==> config.mk <==
export PLATFORM = sky130hd
export DESIGN_NAME = abc_seq_driver
export DESIGN_NICKNAME = d
export VERILOG_FILES = /design/src/rtl/abc_seq_pkg.sv /design/src/rtl/abc_seq_cnt.sv /design/src/rtl/abc_seq_driver.sv
export SDC_FILE = /design/constraint.sdc
export NUM_CORES = 1
export LEC_CHECK = 0
export CAP_MARGIN = 15
export CORE_MARGIN = 2
export CORE_UTILIZATION = 40
export DETAILED_ROUTE_END_ITERATION = 16
export PLACE_DENSITY = 0.69
export SYNTH_ARGS = -nofsm -noshare
export SYNTH_HDL_FRONTEND = slang
export SYNTH_SLANG_ARGS = --single-unit
==> constraint.sdc <==
create_clock -name clk_i -period 2.6 [get_ports clk_i]
set_input_delay 0.78 -clock clk_i [delete_from_list [all_inputs] [get_ports clk_i]]
set_output_delay 0.78 -clock clk_i [all_outputs]
set_load 0.02 [all_outputs]
==> src/rtl/abc_seq_pkg.sv <==
// -----------------------------------------------------------------------------
// abc_seq_pkg
// Shared types and default widths for the a -> b -> c -> !c stimulus driver.
//   abc_seq_state_t : FSM state encoding used by abc_seq_driver
//   CNT_W_DEF       : default width of launch delay / c length / gap counters
//   REP_W_DEF       : default width of repetition count and iteration index
// -----------------------------------------------------------------------------
package abc_seq_pkg;

    localparam int CNT_W_DEF = 8;
    localparam int REP_W_DEF = 8;

    typedef enum logic [2:0] {
        ST_IDLE   = 3'd0,
        ST_LAUNCH = 3'd1,
        ST_SA     = 3'd2,
        ST_SB     = 3'd3,
        ST_SC     = 3'd4,
        ST_TAIL   = 3'd5,
        ST_GAP    = 3'd6
    } abc_seq_state_t;

endpackage

==> src/rtl/abc_seq_cnt.sv <==
// -----------------------------------------------------------------------------
// abc_seq_cnt
// Loadable down-counter with terminal-count flag. The driver loads it with
// (length - 1) on entry to a timed state and leaves the state when tc_o is set.
// Ports:
//   clk_i, rst_i    clock, asynchronous active-high reset
//   load_i          load load_val_i this cycle (has priority over dec_i)
//   load_val_i      value to load (terminal-count offset, i.e. length - 1)
//   dec_i           decrement; the count holds at zero
//   tc_o            count has reached zero
// -----------------------------------------------------------------------------
module abc_seq_cnt
    import abc_seq_pkg::*;
#(
    parameter int CNT_W = CNT_W_DEF
) (
    input  logic             clk_i,
    input  logic             rst_i,
    input  logic             load_i,
    input  logic [CNT_W-1:0] load_val_i,
    input  logic             dec_i,
    output logic             tc_o
);

    localparam logic [CNT_W-1:0] CNT_ZERO = {CNT_W{1'b0}};
    localparam logic [CNT_W-1:0] CNT_ONE  = {{(CNT_W-1){1'b0}}, 1'b1};

    logic [CNT_W-1:0] cnt_q;

    // Count register: load wins, otherwise decrement until zero.
    always_ff @(posedge clk_i or posedge rst_i) begin
        if (rst_i) begin
            cnt_q <= CNT_ZERO;
        end else if (load_i) begin
            cnt_q <= load_val_i;
        end else if (dec_i && (cnt_q != CNT_ZERO)) begin
            cnt_q <= cnt_q - CNT_ONE;
        end else begin
            cnt_q <= cnt_q;
        end
    end

    assign tc_o = (cnt_q == CNT_ZERO);

endmodule

==> src/rtl/abc_seq_driver.sv <==
// -----------------------------------------------------------------------------
// abc_seq_driver
// Emits the pulse sequence a, b, c (held c_len cycles), all-low tail, repeated
// reps times with gap low cycles between sequences, after a launch delay.
// Configuration is latched on an accepted start; later input changes are
// ignored until the next start.
// Ports:
//   clk_i, rst_i    clock, asynchronous active-high reset
//   start_i         one-cycle request, accepted only while idle and not busy
//   launch_dly_i    idle cycles between start and the first a
//   c_len_i         cycles c is high; 0 suppresses c entirely
//   gap_i           all-low cycles between sequences
//   reps_i          number of sequences (0 behaves as 1)
//   err_inject_i    (only with ABC_SEQ_DRV_ERR_INJECT_EN) drop b in iteration 0
//   busy_o          run active
//   done_o          pulse in the final tail cycle
//   a_o, b_o, c_o   driven sequence
//   iter_o          index of the sequence currently being driven
// Build option: define ABC_SEQ_DRV_ERR_INJECT_EN to add err_inject_i.
//
// All outputs are registered decodes of the FSM state, so the driven sequence
// appears one cycle after the state that produces it. busy_o covers both the
// FSM being active and that final output cycle.
// -----------------------------------------------------------------------------
module abc_seq_driver
    import abc_seq_pkg::*;
#(
    parameter int CNT_W = CNT_W_DEF,
    parameter int REP_W = REP_W_DEF
) (
    input  logic             clk_i,
    input  logic             rst_i,
    input  logic             start_i,
    input  logic [CNT_W-1:0] launch_dly_i,
    input  logic [CNT_W-1:0] c_len_i,
    input  logic [CNT_W-1:0] gap_i,
    input  logic [REP_W-1:0] reps_i,
`ifdef ABC_SEQ_DRV_ERR_INJECT_EN
    input  logic             err_inject_i,
`endif
    output logic             busy_o,
    output logic             done_o,
    output logic             a_o,
    output logic             b_o,
    output logic             c_o,
    output logic [REP_W-1:0] iter_o
);

    localparam logic [CNT_W-1:0] CNT_ZERO = {CNT_W{1'b0}};
    localparam logic [CNT_W-1:0] CNT_ONE  = {{(CNT_W-1){1'b0}}, 1'b1};
    localparam logic [REP_W-1:0] REP_ZERO = {REP_W{1'b0}};
    localparam logic [REP_W-1:0] REP_ONE  = {{(REP_W-1){1'b0}}, 1'b1};

    abc_seq_state_t   state_q, state_d;

    logic [CNT_W-1:0] c_len_q;
    logic [CNT_W-1:0] gap_q;
    logic [REP_W-1:0] reps_q;      // effective repetition count, never 0
    logic [REP_W-1:0] iter_q, iter_d;

    logic             start_acc_s;
    logic             last_s;
    logic             supp_b_s;

    logic             cnt_load_s;
    logic [CNT_W-1:0] cnt_val_s;
    logic             cnt_dec_s;
    logic             cnt_tc_s;

    logic             busy_q, busy_d;
    logic             done_q, done_d;
    logic             a_q, a_d;
    logic             b_q, b_d;
    logic             c_q, c_d;
    logic [REP_W-1:0] iter_o_q, iter_o_d;

    // A start is honoured only once the output pipeline has drained too,
    // so a run is never re-triggered while busy_o is still high.
    assign start_acc_s = start_i && (state_q == ST_IDLE) && !busy_q;

    // Widened compare so iter + 1 cannot wrap for the largest reps value.
    assign last_s = (({1'b0, iter_q} + {1'b0, REP_ONE}) == {1'b0, reps_q});

`ifdef ABC_SEQ_DRV_ERR_INJECT_EN
    logic err_q;

    // Error-inject flag latched with the rest of the configuration.
    always_ff @(posedge clk_i or posedge rst_i) begin
        if (rst_i) begin
            err_q <= 1'b0;
        end else if (start_acc_s) begin
            err_q <= err_inject_i;
        end else begin
            err_q <= err_q;
        end
    end

    assign supp_b_s = err_q && (iter_q == REP_ZERO);
`else
    assign supp_b_s = 1'b0;
`endif

    // Shared timer for LAUNCH, SC and GAP; reloaded on entry to each.
    abc_seq_cnt #(
        .CNT_W      (CNT_W)
    ) u_cnt (
        .clk_i      (clk_i),
        .rst_i      (rst_i),
        .load_i     (cnt_load_s),
        .load_val_i (cnt_val_s),
        .dec_i      (cnt_dec_s),
        .tc_o       (cnt_tc_s)
    );

    // FSM state register.
    always_ff @(posedge clk_i or posedge rst_i) begin
        if (rst_i) begin
            state_q <= ST_IDLE;
        end else begin
            state_q <= state_d;
        end
    end

    // FSM next-state logic and timer control.
    always_comb begin
        state_d    = state_q;
        cnt_load_s = 1'b0;
        cnt_val_s  = CNT_ZERO;
        cnt_dec_s  = 1'b0;
        case (state_q)
            ST_IDLE: begin
                if (start_acc_s) begin
                    if (launch_dly_i != CNT_ZERO) begin
                        state_d    = ST_LAUNCH;
                        cnt_load_s = 1'b1;
                        cnt_val_s  = launch_dly_i - CNT_ONE;
                    end else begin
                        state_d = ST_SA;
                    end
                end else begin
                    state_d = ST_IDLE;
                end
            end
            ST_LAUNCH: begin
                cnt_dec_s = 1'b1;
                if (cnt_tc_s) begin
                    state_d = ST_SA;
                end else begin
                    state_d = ST_LAUNCH;
                end
            end
            ST_SA: begin
                state_d = ST_SB;
            end
            ST_SB: begin
                if (c_len_q != CNT_ZERO) begin
                    state_d    = ST_SC;
                    cnt_load_s = 1'b1;
                    cnt_val_s  = c_len_q - CNT_ONE;
                end else begin
                    state_d = ST_TAIL;
                end
            end
            ST_SC: begin
                cnt_dec_s = 1'b1;
                if (cnt_tc_s) begin
                    state_d = ST_TAIL;
                end else begin
                    state_d = ST_SC;
                end
            end
            ST_TAIL: begin
                if (last_s) begin
                    state_d = ST_IDLE;
                end else if (gap_q != CNT_ZERO) begin
                    state_d    = ST_GAP;
                    cnt_load_s = 1'b1;
                    cnt_val_s  = gap_q - CNT_ONE;
                end else begin
                    state_d = ST_SA;
                end
            end
            ST_GAP: begin
                cnt_dec_s = 1'b1;
                if (cnt_tc_s) begin
                    state_d = ST_SA;
                end else begin
                    state_d = ST_GAP;
                end
            end
            default: begin
                state_d = ST_IDLE;
            end
        endcase
    end

    // Configuration latched on an accepted start.
    always_ff @(posedge clk_i or posedge rst_i) begin
        if (rst_i) begin
            c_len_q <= CNT_ZERO;
            gap_q   <= CNT_ZERO;
            reps_q  <= REP_ONE;
        end else if (start_acc_s) begin
            c_len_q <= c_len_i;
            gap_q   <= gap_i;
            reps_q  <= (reps_i == REP_ZERO) ? REP_ONE : reps_i;
        end else begin
            c_len_q <= c_len_q;
            gap_q   <= gap_q;
            reps_q  <= reps_q;
        end
    end

    // Iteration counter next value: cleared on start, stepped leaving a non-final tail.
    always_comb begin
        iter_d = iter_q;
        if (start_acc_s) begin
            iter_d = REP_ZERO;
        end else if ((state_q == ST_TAIL) && !last_s) begin
            iter_d = iter_q + REP_ONE;
        end else begin
            iter_d = iter_q;
        end
    end

    // Iteration counter register.
    always_ff @(posedge clk_i or posedge rst_i) begin
        if (rst_i) begin
            iter_q <= REP_ZERO;
        end else begin
            iter_q <= iter_d;
        end
    end

    // FSM output decode, registered below.
    always_comb begin
        a_d      = (state_q == ST_SA);
        b_d      = (state_q == ST_SB) && !supp_b_s;
        c_d      = (state_q == ST_SC);
        done_d   = (state_q == ST_TAIL) && last_s;
        busy_d   = (state_d != ST_IDLE) || (state_q != ST_IDLE);
        iter_o_d = iter_q;
        if (start_acc_s) begin
            iter_o_d = REP_ZERO;
        end else begin
            iter_o_d = iter_q;
        end
    end

    // Output registers, aligned one cycle behind the state.
    always_ff @(posedge clk_i or posedge rst_i) begin
        if (rst_i) begin
            a_q      <= 1'b0;
            b_q      <= 1'b0;
            c_q      <= 1'b0;
            done_q   <= 1'b0;
            busy_q   <= 1'b0;
            iter_o_q <= REP_ZERO;
        end else begin
            a_q      <= a_d;
            b_q      <= b_d;
            c_q      <= c_d;
            done_q   <= done_d;
            busy_q   <= busy_d;
            iter_o_q <= iter_o_d;
        end
    end

    assign a_o    = a_q;
    assign b_o    = b_q;
    assign c_o    = c_q;
    assign done_o = done_q;
    assign busy_o = busy_q;
    assign iter_o = iter_o_q;

endmodule

==> metrics.txt, run 1 <==
outcome completed; share of the clock period used by the worst path after layout 96.1%; first-pass GRT wire length 12,900 um; post-route cell area 4070 um2; worst setup path category input pin to flip-flop; combined area of all synthesized cells 3220 um2; post-route minimum period 2.50 ns; Initial DRC Count 168; cells taking the most area after synthesis sky130_fd_sc_hd__dfrtp_1, sky130_fd_sc_hd__nand2_1, sky130_fd_sc_hd__xnor2_1, sky130_fd_sc_hd__ha_1, sky130_fd_sc_hd__nor2_1; kind of path behind the tightest hold check flip-flop to flip-flop; Initial Util 41.5%; cell types with the highest counts after synthesis sky130_fd_sc_hd__nand2_1, sky130_fd_sc_hd__dfrtp_1, sky130_fd_sc_hd__nor2_1; fraction of final layout cells sized beyond drive strength 1 12.1%; largest clock skew in the final design 0.00540 ns; clock latency of the later-clocked register in the worst-skew pair 0.31 ns; Critical Path Fanout Max 4; CTS root buf sky130_fd_sc_hd__clkbuf_8; Hold WS 0.516 ns; commonest register cell after synthesis sky130_fd_sc_hd__dfrtp_1; total of buffers placed on input and output ports 47; design internal power 1.16 mW; layout-stage area growth over the synthesis result 26.3%; weighted congestion reported at the end of routability-driven placement 0.914; data arrival time of the critical path 2.70 ns; sink count of the clock tree 56; average routed wire per standard cell 14.3 um; gate count after technology mapping 363; flop and latch count out of synthesis 56; proportion of power drawn by the clock network 35.0%; fill count 753; combinational share of power 7.0%; floorplan row count 32; GRT Residual Overflow 0; CP peak stage delay 0.55 ns; horizontal die dimension 93.7 um; DRC viols 0; Switching Fraction 22.9%; cell taking the most area after synthesis sky130_fd_sc_hd__dfrtp_1; CORE AREA 7770 um2; initial antenna violation count 0; mean instance size in the synthesized netlist 8.87 um2; Total Wirelength 7580 um; fin nets 471; setup repair after global routing missed its margin no; post-CTS repair timing setup buffer count 0; post-synthesis net count 406; instance count after placement with tap cells included 523; highest attainable clock frequency 400 MHz; final count of pins violating max slew 0; crit start category input pin; largest net degree at the start of global routing 40; pwr dens 369 nW/um2; CTS Buffer Depth 2; number of synthesis warnings 0; overall global routing resource usage 18.3%; number of standard cells in the layout, taps in and fillers out 531; most frequently used cell type in the post-synthesis netlist sky130_fd_sc_hd__nand2_1; iteration count of the initial detailed-routing pass 5; CTS tree built; cell at the slowest stage of the critical path sky130_fd_sc_hd__or4_4; Worst IR Drop VDD 0.163 mV; per-cell via count in the routed design 5.18; net switching power of the design 0.344 mW; clock input transition at the sequential cells of the worst setup and hold paths 0.10 ns; post-synth top area share 42.7%; Setup TNS 0 ns; HPWL reported at the end of detailed placement 5910 um; Post-synth EDFFs 0; vias in the first global route 2,643; share of flip-flops with an asynchronous set or reset 100%; number of primary I/O pins 48; number of distinct standard cells referenced by the synthesized netlist 53; CP Data Required Time 2.81 ns; total power consumption of the routed design 1.50 mW; area of the die 8790 um2; Detail Route Antenna Nets 0; standard cell area after detailed placement 3960 um2; sequential fraction of the synthesis area 43.6%; Seq pwr share 58.0%; H-tree lvl count 2; endpoints failing hold 0; chain of cells forming the critical path clkbuf_2, or4_4, nor4b_4, nand2b_4, and2_4, inv_4, or4_4, o311a_1; slew margin rel. 68.9%; number of clock buffers inserted by TritonCTS 5; nature of the critical path endpoint flip-flop; static power due to leakage 1.80 nW; total of endpoints with negative setup slack in the final report 0; number of max-cap violations 0; antenna fix cells 0; most common cell type on the critical path sky130_fd_sc_hd__or4_4; transition time of the tightest slew-check pin 0.462 ns; vias 2,748; Chip Height 93.7 um
## layer usage
layer	vias to the layer above	GRT usage, %	wire length, um
li1	1382	-	-
met1	1295	26.9	3580
met2	65	27.9	3590
met3	6	2.57	314
met4	0	6.16	101
met5	-	0	0
## stage by stage
| stage | util (%) | setup WS (ns) |
|---|---|---|
| 2_1_floorplan | - | -0.159 |
| 3_3_place_gp | 51.0 | -0.516 |
| 3_5_place_dp | 51.0 | -0.594 |
| 4_1_cts | 52.2 | 0.0149 |
| 5_1_grt | 52.4 | 0.0109 |
| 6_report | 52.4 | 0.101 |
## worst max-delay path: cells and delay by family
kind | cells | cell delay [ns]
simple gates | 5 | 1.66
buf+inv | 2 | 0.13
compound gates | 1 | 0.12
## cells by family after synthesis
group,share of synthesized area (%)
AOI/OAI and AO/OA,12.3
muxes,2.18
xor gates and xnor gates,7.61
adders and majority gates,3.11
buffers and inverters,3.85
and+or+nand+nor,27.4
DFF,43.6
## registers in the layout (all words and copies together) (netlist names), 3 cells and up
name / flops
c_len_q: 8
reps_q: 8
iter_q: 8
gap_q: 8
state_q: 3
iter_o: 8
u_cnt.cnt_q: 8
## final timing paths
| kind | cells after the start | startpoint | to | slack (ns) |
|---|---|---|---|---|
| setup / recovery | 8 | launch_dly_i[5] | u_cnt.cnt_q[3] | 0.10 |
| hold / removal | 2 | reps_q[0] | reps_q[0] | 0.52 |
| setup reg to reg | 9 | iter_q[0] | iter_q[5] | 0.15 |
| hold reg to reg | 2 | reps_q[0] | reps_q[0] | 0.52 |
| max in group asynchronous | 3 | rst_i | reps_q[0] | 1.22 |
| min in group asynchronous | 2 | rst_i | u_cnt.cnt_q[5] | 0.77 |
## power groups by stage
stage	sequential [mW]	combinational, mW	clock (mW)
floorplan	0.888	0.0281	0
global placement	0.887	0.107	0
detailed placement	0.887	0.109	0
CTS	0.871	0.107	0.549
global route	0.871	0.115	0.569
finish	0.870	0.105	0.525
## what timing repair did
item,4_1_cts,5_1_grt
hold buffers,0,0
endpoints found under the setup margin,7,9
pin swaps,3,3
resized for setup,4,15
## placed cells by master, fill, tap and decap left out, types with 2 or more instances in the layout
| cell | n |
|---|---|
| sky130_fd_sc_hd__a21oi_1 | 9 |
| sky130_fd_sc_hd__a221o_2 | 2 |
| sky130_fd_sc_hd__a22o_1 | 2 |
| sky130_fd_sc_hd__and2_1 | 10 |
| sky130_fd_sc_hd__and3b_1 | 2 |
| sky130_fd_sc_hd__buf_4 | 23 |
| sky130_fd_sc_hd__clkbuf_2 | 3 |
| sky130_fd_sc_hd__clkbuf_8 | 6 |
| sky130_fd_sc_hd__clkdlybuf4s50_1 | 43 |
| sky130_fd_sc_hd__dfrtp_1 | 55 |
| sky130_fd_sc_hd__ha_1 | 8 |
| sky130_fd_sc_hd__inv_1 | 15 |
| sky130_fd_sc_hd__mux2i_1 | 7 |
| sky130_fd_sc_hd__nand2_1 | 81 |
| sky130_fd_sc_hd__nand2b_1 | 2 |
| sky130_fd_sc_hd__nand3_1 | 6 |
| sky130_fd_sc_hd__nand3b_1 | 4 |
| sky130_fd_sc_hd__nand4b_1 | 2 |
| sky130_fd_sc_hd__nand4bb_1 | 2 |
| sky130_fd_sc_hd__nor2_1 | 26 |
| sky130_fd_sc_hd__nor2b_1 | 3 |
| sky130_fd_sc_hd__nor3_1 | 13 |
| sky130_fd_sc_hd__nor4_1 | 2 |
| sky130_fd_sc_hd__nor4b_1 | 3 |
| sky130_fd_sc_hd__o211ai_1 | 3 |
| sky130_fd_sc_hd__o21a_1 | 2 |
| sky130_fd_sc_hd__o21ai_0 | 16 |
| sky130_fd_sc_hd__o22a_1 | 2 |
| sky130_fd_sc_hd__o22ai_1 | 6 |
| sky130_fd_sc_hd__o311a_1 | 3 |
| sky130_fd_sc_hd__o311ai_0 | 2 |
| sky130_fd_sc_hd__o31ai_1 | 6 |
| sky130_fd_sc_hd__or4_1 | 4 |
| sky130_fd_sc_hd__or4_4 | 3 |
| sky130_fd_sc_hd__xnor2_1 | 17 |
| sky130_fd_sc_hd__xor2_1 | 11 |
## layout make-up
type                       instances  area, um2  share of cell area (%)
multi-input combinational        277       1720                    42.3
clock inverter                     2       18.8                   0.461
timing repair buffer              71        648                    15.9
clock buffer                       6       82.6                    2.03
inverter                          17       66.3                    1.63
sequential                        56       1400                    34.5
tap                              102        128                    3.14
Power figures use the tool's default switching activity.
==> inputs of run 2 (changes only) <==
--- a/config.mk
+++ b/config.mk
@@ -5,6 +5,7 @@
 export SDC_FILE = /design/constraint.sdc
 export NUM_CORES = 1
 export LEC_CHECK = 0
+export ABC_AREA = 1
 export CAP_MARGIN = 15
 export CORE_MARGIN = 2
 export CORE_UTILIZATION = 40
==> run 2 against run 1 <==
- utilization shrank 1.8 points
- sequential power hardly changed
- routed wire length shrank 2.1%
- hold slack got worse by 0.011 ns
- clock skew barely moved
- total power up 3.7%
- fmax increased by 6.6%
- synthesized cell count is 24% higher
- first-iteration DRC count down 17%
- clock-buffer cell count decreased by 1
- critical path depth is 7 higher
- critical path type is now flip-flop to flip-flop
- largest cell class unchanged
- highest routed layer unchanged
==> metrics.txt, run 2 <==
outcome completed; nature of the critical path endpoint flip-flop; clock input transition at the sequential cells of the worst setup and hold paths 0.10 ns; launch point of the worst hold path reps_q[0]; setup repair after global routing missed its margin no; horizontal die dimension 96.2 um; area of the die 9250 um2; leading cell type in the layout, fill and taps excluded sky130_fd_sc_hd__nand2_1; pwr dens 375 nW/um2; HPWL reported at the end of detailed placement 5840 um; Seq pwr share 55.9%; post-synth top area share 40.5%; post-route minimum period 2.35 ns; post-CTS repair timing setup buffer count 0; sequential fraction of the synthesis area 41.3%; CP Data Required Time 2.82 ns; Chip Height 96.2 um; flop and latch count out of synthesis 56; register-to-register setup slack 0.25 ns; GRT Residual Overflow 0; number of synthesis warnings 0; final count of pins violating max slew 0; transition time of the tightest slew-check pin 0.653 ns; antenna fix cells 0; net switching power of the design 0.341 mW; Total Wirelength 7420 um; number of max-cap violations 0; crit start category flip-flop; cells taking the most area after synthesis sky130_fd_sc_hd__dfrtp_1, sky130_fd_sc_hd__nand2_1, sky130_fd_sc_hd__inv_1, sky130_fd_sc_hd__nand3_1, sky130_fd_sc_hd__nor2_1; overall global routing resource usage 17.3%; vias in the first global route 2,796; chain of cells forming the critical path ha_1, nand2_1, clkinv_1, nand3_1, nand3_1, nand2_1, nand2_1, nor2_1, nand3_2, nand3_4, nand2_4, inv_2, nand2_2, nand2_1, nand2_1; floorplan row count 33; Worst IR Drop VDD 0.294 mV; design internal power 1.22 mW; total of buffers placed on input and output ports 47; CTS Buffer Depth 2; most frequently used cell type in the post-synthesis netlist sky130_fd_sc_hd__nand2_1; share of flip-flops with an asynchronous set or reset 100%; fin nets 547; per-cell via count in the routed design 4.89; worst setup path category flip-flop to flip-flop; number of distinct standard cells referenced by the synthesized netlist 37; leading cell types in the layout, fill and taps excluded sky130_fd_sc_hd__nand2_1, sky130_fd_sc_hd__inv_1, sky130_fd_sc_hd__dfrtp_1; cts hold-fix bufs 0; commonest register cell after synthesis sky130_fd_sc_hd__dfrtp_1; Initial DRC Count 139; number of primary I/O pins 48; CORE AREA 8220 um2; CTS root buf sky130_fd_sc_hd__clkbuf_8; cell at the slowest stage of the critical path sky130_fd_sc_hd__dfrtp_1; average routed wire per standard cell 12.2 um; endpoints failing hold 0; number of clock buffers inserted by TritonCTS 5; highest attainable clock frequency 426 MHz; CP peak stage delay 0.45 ns; clock latency of the later-clocked register in the worst-skew pair 0.31 ns; fraction of final layout cells sized beyond drive strength 1 8.32%; instance count after placement with tap cells included 602; Switching Fraction 21.9%; layout-stage area growth over the synthesis result 22.2%; proportion of power drawn by the clock network 38.1%; static power due to leakage 1.92 nW; vias 2,982; Detail Route Antenna Nets 0; initial antenna violation count 0; DRC viols 0; largest net degree at the start of global routing 39; mean instance size in the synthesized netlist 7.57 um2; post-synthesis net count 492; weighted congestion reported at the end of routability-driven placement 0.912; data arrival time of the critical path 2.56 ns; launch point of the critical path iter_q[0]; H-tree lvl count 2; cell types with the highest counts after synthesis sky130_fd_sc_hd__nand2_1, sky130_fd_sc_hd__inv_1, sky130_fd_sc_hd__dfrtp_1; Critical Path Fanout Max 10; total of endpoints with negative setup slack in the final report 0; sink count of the clock tree 56; number of standard cells in the layout, taps in and fillers out 610; share of the clock period used by the worst path after layout 90.2%; iteration count of the initial detailed-routing pass 4; gate family responsible for the most delay along the worst path simple AND/OR/NAND/NOR gates; Initial Util 41.4%; largest clock skew in the final design 0.00497 ns; gate count after technology mapping 449; FF-to-FF Start iter_q[0]; most common cell type on the critical path sky130_fd_sc_hd__nand2_1; combinational share of power 6.0%; cell taking the most area after synthesis sky130_fd_sc_hd__dfrtp_1; kind of path behind the tightest hold check flip-flop to flip-flop; combined area of all synthesized cells 3400 um2; first-pass GRT wire length 12,500 um; Setup TNS 0 ns; slew margin rel. 56.4%; sum of buffers and inverters on the critical path 2; Gates resized, CTS repair 0; Post-synth EDFFs 0; CTS tree built
-- run 2: changes by cell type after synthesis, sizes merged, moves of 8 or more --
cell,change
o21ai,+15
nor2,+24
inv,+50
and2,-11
nand3,+38
nand4,+8
xnor2,-8
nand2,+37
-- run 2: layout make-up --
class / count / area (um2)
Clock buffer: 5 / 68.8
Clock inverter: 3 / 46.3
Fill cell: 810 / 4060
Inverter: 70 / 263
Multi-Input combinational cell: 316 / 1700
Sequential cell: 56 / 1400
Tap cell: 105 / 131
Timing Repair Buffer: 55 / 543
-- run 2: worst reg2reg max path, cell delays in order (launching register included) --
cell and delay [ns]:
sky130_fd_sc_hd__dfrtp_1 0.45, sky130_fd_sc_hd__ha_1 0.26, sky130_fd_sc_hd__nand2_1 0.12, sky130_fd_sc_hd__clkinv_1 0.13, sky130_fd_sc_hd__nand3_1 0.12, sky130_fd_sc_hd__nand3_1 0.07, sky130_fd_sc_hd__nand2_1 0.08, sky130_fd_sc_hd__nand2_1 0.05
sky130_fd_sc_hd__nor2_1 0.12, sky130_fd_sc_hd__nand3_2 0.23, sky130_fd_sc_hd__nand3_4 0.21, sky130_fd_sc_hd__nand2_4 0.09, sky130_fd_sc_hd__inv_2 0.08, sky130_fd_sc_hd__nand2_2 0.09, sky130_fd_sc_hd__nand2_1 0.09, sky130_fd_sc_hd__nand2_1 0.04
-- run 2: final timing paths --
path / to / cells after the start
setup / recovery: u_cnt.cnt_q[2] / 15
hold / removal: reps_q[0] / 2
setup reg to reg: u_cnt.cnt_q[2] / 15
hold reg to reg: reps_q[0] / 2
max in group asynchronous: gap_q[2] / 3
min in group asynchronous: reps_q[4] / 2
-- run 2: logic make-up (layout without fill, tap and decap cells) --
group           count (synthesis)  in the layout  synth area share [%]
xor+xnor                       21             21                  5.41
compound gates                 50             50                  8.43
simple gates                  237            237                  33.2
fa+ha+maj                       8              8                  2.95
flops                          56             56                  41.3
buf+inv                        77            133                  8.73
-- run 2: through the flow --
| step | util, % | instance area [um2] | hold slack [ns] | power, mW | setup slack [ns] |
|---|---|---|---|---|---|
| finish | 50.6 | 4150 | 0.505 | 1.56 | 0.255 |
| global route | 50.6 | 4150 | 0.522 | 1.62 | 0.0428 |
| CTS | 50.6 | 4150 | 0.507 | 1.57 | 0.265 |
| detailed placement | 49.2 | 4040 | 0.485 | 0.983 | -0.0482 |
| global placement | 49.2 | 4040 | 0.487 | 0.982 | 0.00320 |
| floorplan | - | 3400 | 0.462 | 0.914 | 0.450 |
-- run 2: routing by layer --
| metal | GRT usage, % | up-vias | wire length, um |
|---|---|---|---|
| li1 | - | 1544 | - |
| met1 | 23.9 | 1374 | 3680 |
| met2 | 27.7 | 53 | 3410 |
| met3 | 3.05 | 11 | 224 |
| met4 | 4.88 | 0 | 114 |
| met5 | 0 | - | 0 |
-- run 2: power groups by stage --
stage / sequential [mW] / clock [mW] / combinational (mW)
2_1_floorplan: 0.888 / 0 / 0.0266
3_3_place_gp: 0.887 / 0 / 0.0950
3_5_place_dp: 0.887 / 0 / 0.0956
4_1_cts: 0.870 / 0.607 / 0.0959
5_1_grt: 0.871 / 0.644 / 0.103
6_report: 0.870 / 0.593 / 0.0938
==> inputs of run 3 (changes only) <==
==> constraint.sdc (replaced) <==
create_clock -name clk_i -period 2.7 [get_ports clk_i]
set_input_delay 0.81 -clock clk_i [delete_from_list [all_inputs] [get_ports clk_i]]
set_output_delay 0.81 -clock clk_i [all_outputs]
set_load 0.02 [all_outputs]
==> run 3 against run 2 <==
- hold slack better by 0.0016 ns
- first-iteration DRC count grew 24%
- flip-flop and latch count unchanged
- routed wire length down 0.43%
- largest cell class unchanged
- final cell count is 0.16% lower
- global-route usage decreased by 0.069 points
- clock skew is 0.0065 ns higher
- register-to-register slack worse by 0.03 ns
- combinational power is 3.2% lower
- sequential power fell by 3.7%
- largest power group unchanged
- worst setup slack worse by 0.027 ns
==> metrics.txt, run 3 (synthesis gave the netlist of run 2 again) <==
CORE AREA 8220 um2; number of max-cap violations 0; register-to-register setup slack 0.23 ns; design internal power 1.08 mW; number of cells on the critical path 15; slew margin rel. 56.4%; highest attainable clock frequency 404 MHz; number of primary I/O pins 48; per-cell via count in the routed design 4.87; layout-stage area growth over the synthesis result 21.2%; Initial Util 41.4%; floorplan row count 33; weighted congestion reported at the end of routability-driven placement 0.864; fraction of final layout cells sized beyond drive strength 1 7.94%; gate family responsible for the most delay along the worst path simple AND/OR/NAND/NOR gates; Initial DRC Count 172; launch point of the critical path iter_q[0]; setup repair after global routing missed its margin no; met3 demand-to-capacity share in global routing 2.90%; crit start category flip-flop; CP Data Required Time 2.91 ns; HPWL reported at the end of detailed placement 5740 um; GRT busiest layer met2; chain of cells forming the critical path ha_1, nand2_1, clkinv_1, nand3_1, nand3_1, nand2_1, nand2_1, nor2_1, nand3_2, nand3_4, nand2_4, inv_2, nand2_2, nand2_1, nand2_1; vias in the first global route 2,697; iteration count of the initial detailed-routing pass 4; Worst Setup Slack, final 0.227 ns; Total Wirelength 7390 um; Setup TNS 0 ns; Worst IR Drop VDD 0.159 mV; post-route minimum period 2.47 ns; clock latency of the later-clocked register in the worst-skew pair 0.32 ns; Critical Path Fanout Max 11; Switching Fraction 23.1%; number of clock buffers inserted by TritonCTS 5; share of the clock period used by the worst path after layout 91.6%; FF-to-FF Start iter_q[0]; largest clock skew in the final design 0.0114 ns; vias 2,968; global routing usage on met2 26.0%; CTS tree built; endpoints failing hold 0; number of standard cells in the layout, taps in and fillers out 609; kind of path behind the tightest hold check flip-flop to flip-flop; Seq pwr share 59.8%; overall global routing resource usage 17.2%; combinational share of power 6.5%; instance count after placement with tap cells included 601; post-CTS repair timing setup buffer count 0; fin nets 546; Gates resized, CTS repair 0; net switching power of the design 0.323 mW; Hold WS 0.506 ns; pwr dens 340 nW/um2; area of the die 9250 um2; static power due to leakage 1.90 nW; DRC viols 0; CTS Buffer Depth 2; Chip Height 96.2 um; most common cell type on the critical path sky130_fd_sc_hd__nand2_1; average routed wire per standard cell 12.1 um; transition time of the tightest slew-check pin 0.653 ns; CP peak stage delay 0.45 ns; M1 GR Usage 24.6%; cts hold-fix bufs 0; sum of buffers and inverters on the critical path 2; proportion of power drawn by the clock network 33.7%; worst setup path category flip-flop to flip-flop; worst hold path cell count 2; leading cell type in the layout, fill and taps excluded sky130_fd_sc_hd__nand2_1; GRT Residual Overflow 0; CTS root buf sky130_fd_sc_hd__clkbuf_8; data arrival time of the critical path 2.68 ns; horizontal die dimension 96.2 um; post-place setup slack 0.0233 ns; sink count of the clock tree 56; core utilization of the finished layout 50.1%; critical path capture point u_cnt.cnt_q[1]; total of endpoints with negative setup slack in the final report 0; depth of the most critical reg-to-reg path 15; worst reg2reg path endpoint u_cnt.cnt_q[1]; leading cell types in the layout, fill and taps excluded sky130_fd_sc_hd__nand2_1, sky130_fd_sc_hd__inv_1, sky130_fd_sc_hd__dfrtp_1; first-pass GRT wire length 12,400 um; total of buffers placed on input and output ports 47; initial antenna violation count 0; largest net degree at the start of global routing 34; Detail Route Antenna Nets 0; final count of pins violating max slew 0; antenna fix cells 0; H-tree lvl count 2; nature of the critical path endpoint flip-flop; clock input transition at the sequential cells of the worst setup and hold paths 0.10 ns; cell at the slowest stage of the critical path sky130_fd_sc_hd__dfrtp_1; outcome completed
run 3: changes by cell type in the layout (fill, tap and decap cells not counted):
cell                        delta
sky130_fd_sc_hd__buf_4         -1
sky130_fd_sc_hd__bufinv_16     -1
sky130_fd_sc_hd__clkbuf_1      +1
sky130_fd_sc_hd__clkinv_4      +1
sky130_fd_sc_hd__inv_6         -1
run 3: cell type report:
type                    count  area, um2
multi-input cells         316       1700
well taps                 105        131
clock buffers               6       72.6
clock inverters             2       16.3
flip-flops and latches     56       1400
repair buffers             54        536
fillers                   808       4100
inverters                  70        263
run 3: tightest hold or removal path, cell delays in order (launching register included):
cell and delay, ns:
sky130_fd_sc_hd__dfstp_2 0.38, sky130_fd_sc_hd__nand2_1 0.05, sky130_fd_sc_hd__o21ai_0 0.07
run 3: worst min-delay path by stage:
stage                   start         to  slack, ns
floorplan           reps_q[2]  reps_q[2]       0.46
global placement    reps_q[0]  reps_q[0]       0.49
detailed placement  reps_q[6]  reps_q[6]       0.49
CTS                 reps_q[0]  reps_q[0]       0.51
global route        reps_q[1]  reps_q[1]       0.54
finish              reps_q[0]  reps_q[0]       0.51
run 3: metrics by stage:
step	power [mW]	area [um2]
after floorplan	0.880	3400
after global placement	0.947	4030
after detailed placement	0.948	4030
after CTS	1.42	4120
after global routing	1.46	4120
final	1.40	4120
run 3: metal layers:
layer | wire length (um) | share of wire [%] | up-vias
li1 | - | - | 1543
met1 | 3630 | 49 | 1360
met2 | 3400 | 46 | 54
met3 | 239 | 3.2 | 11
met4 | 121 | 1.6 | 0
met5 | 0 | 0 | -
run 3: power by group through the flow:
stage	Clock [mW]	Combinational, mW	Sequential, mW
floorplan	0	0.0256	0.855
global placement	0	0.0920	0.855
detailed placement	0	0.0930	0.855
CTS	0.487	0.0933	0.838
global route	0.521	0.102	0.838
finish	0.472	0.0908	0.838
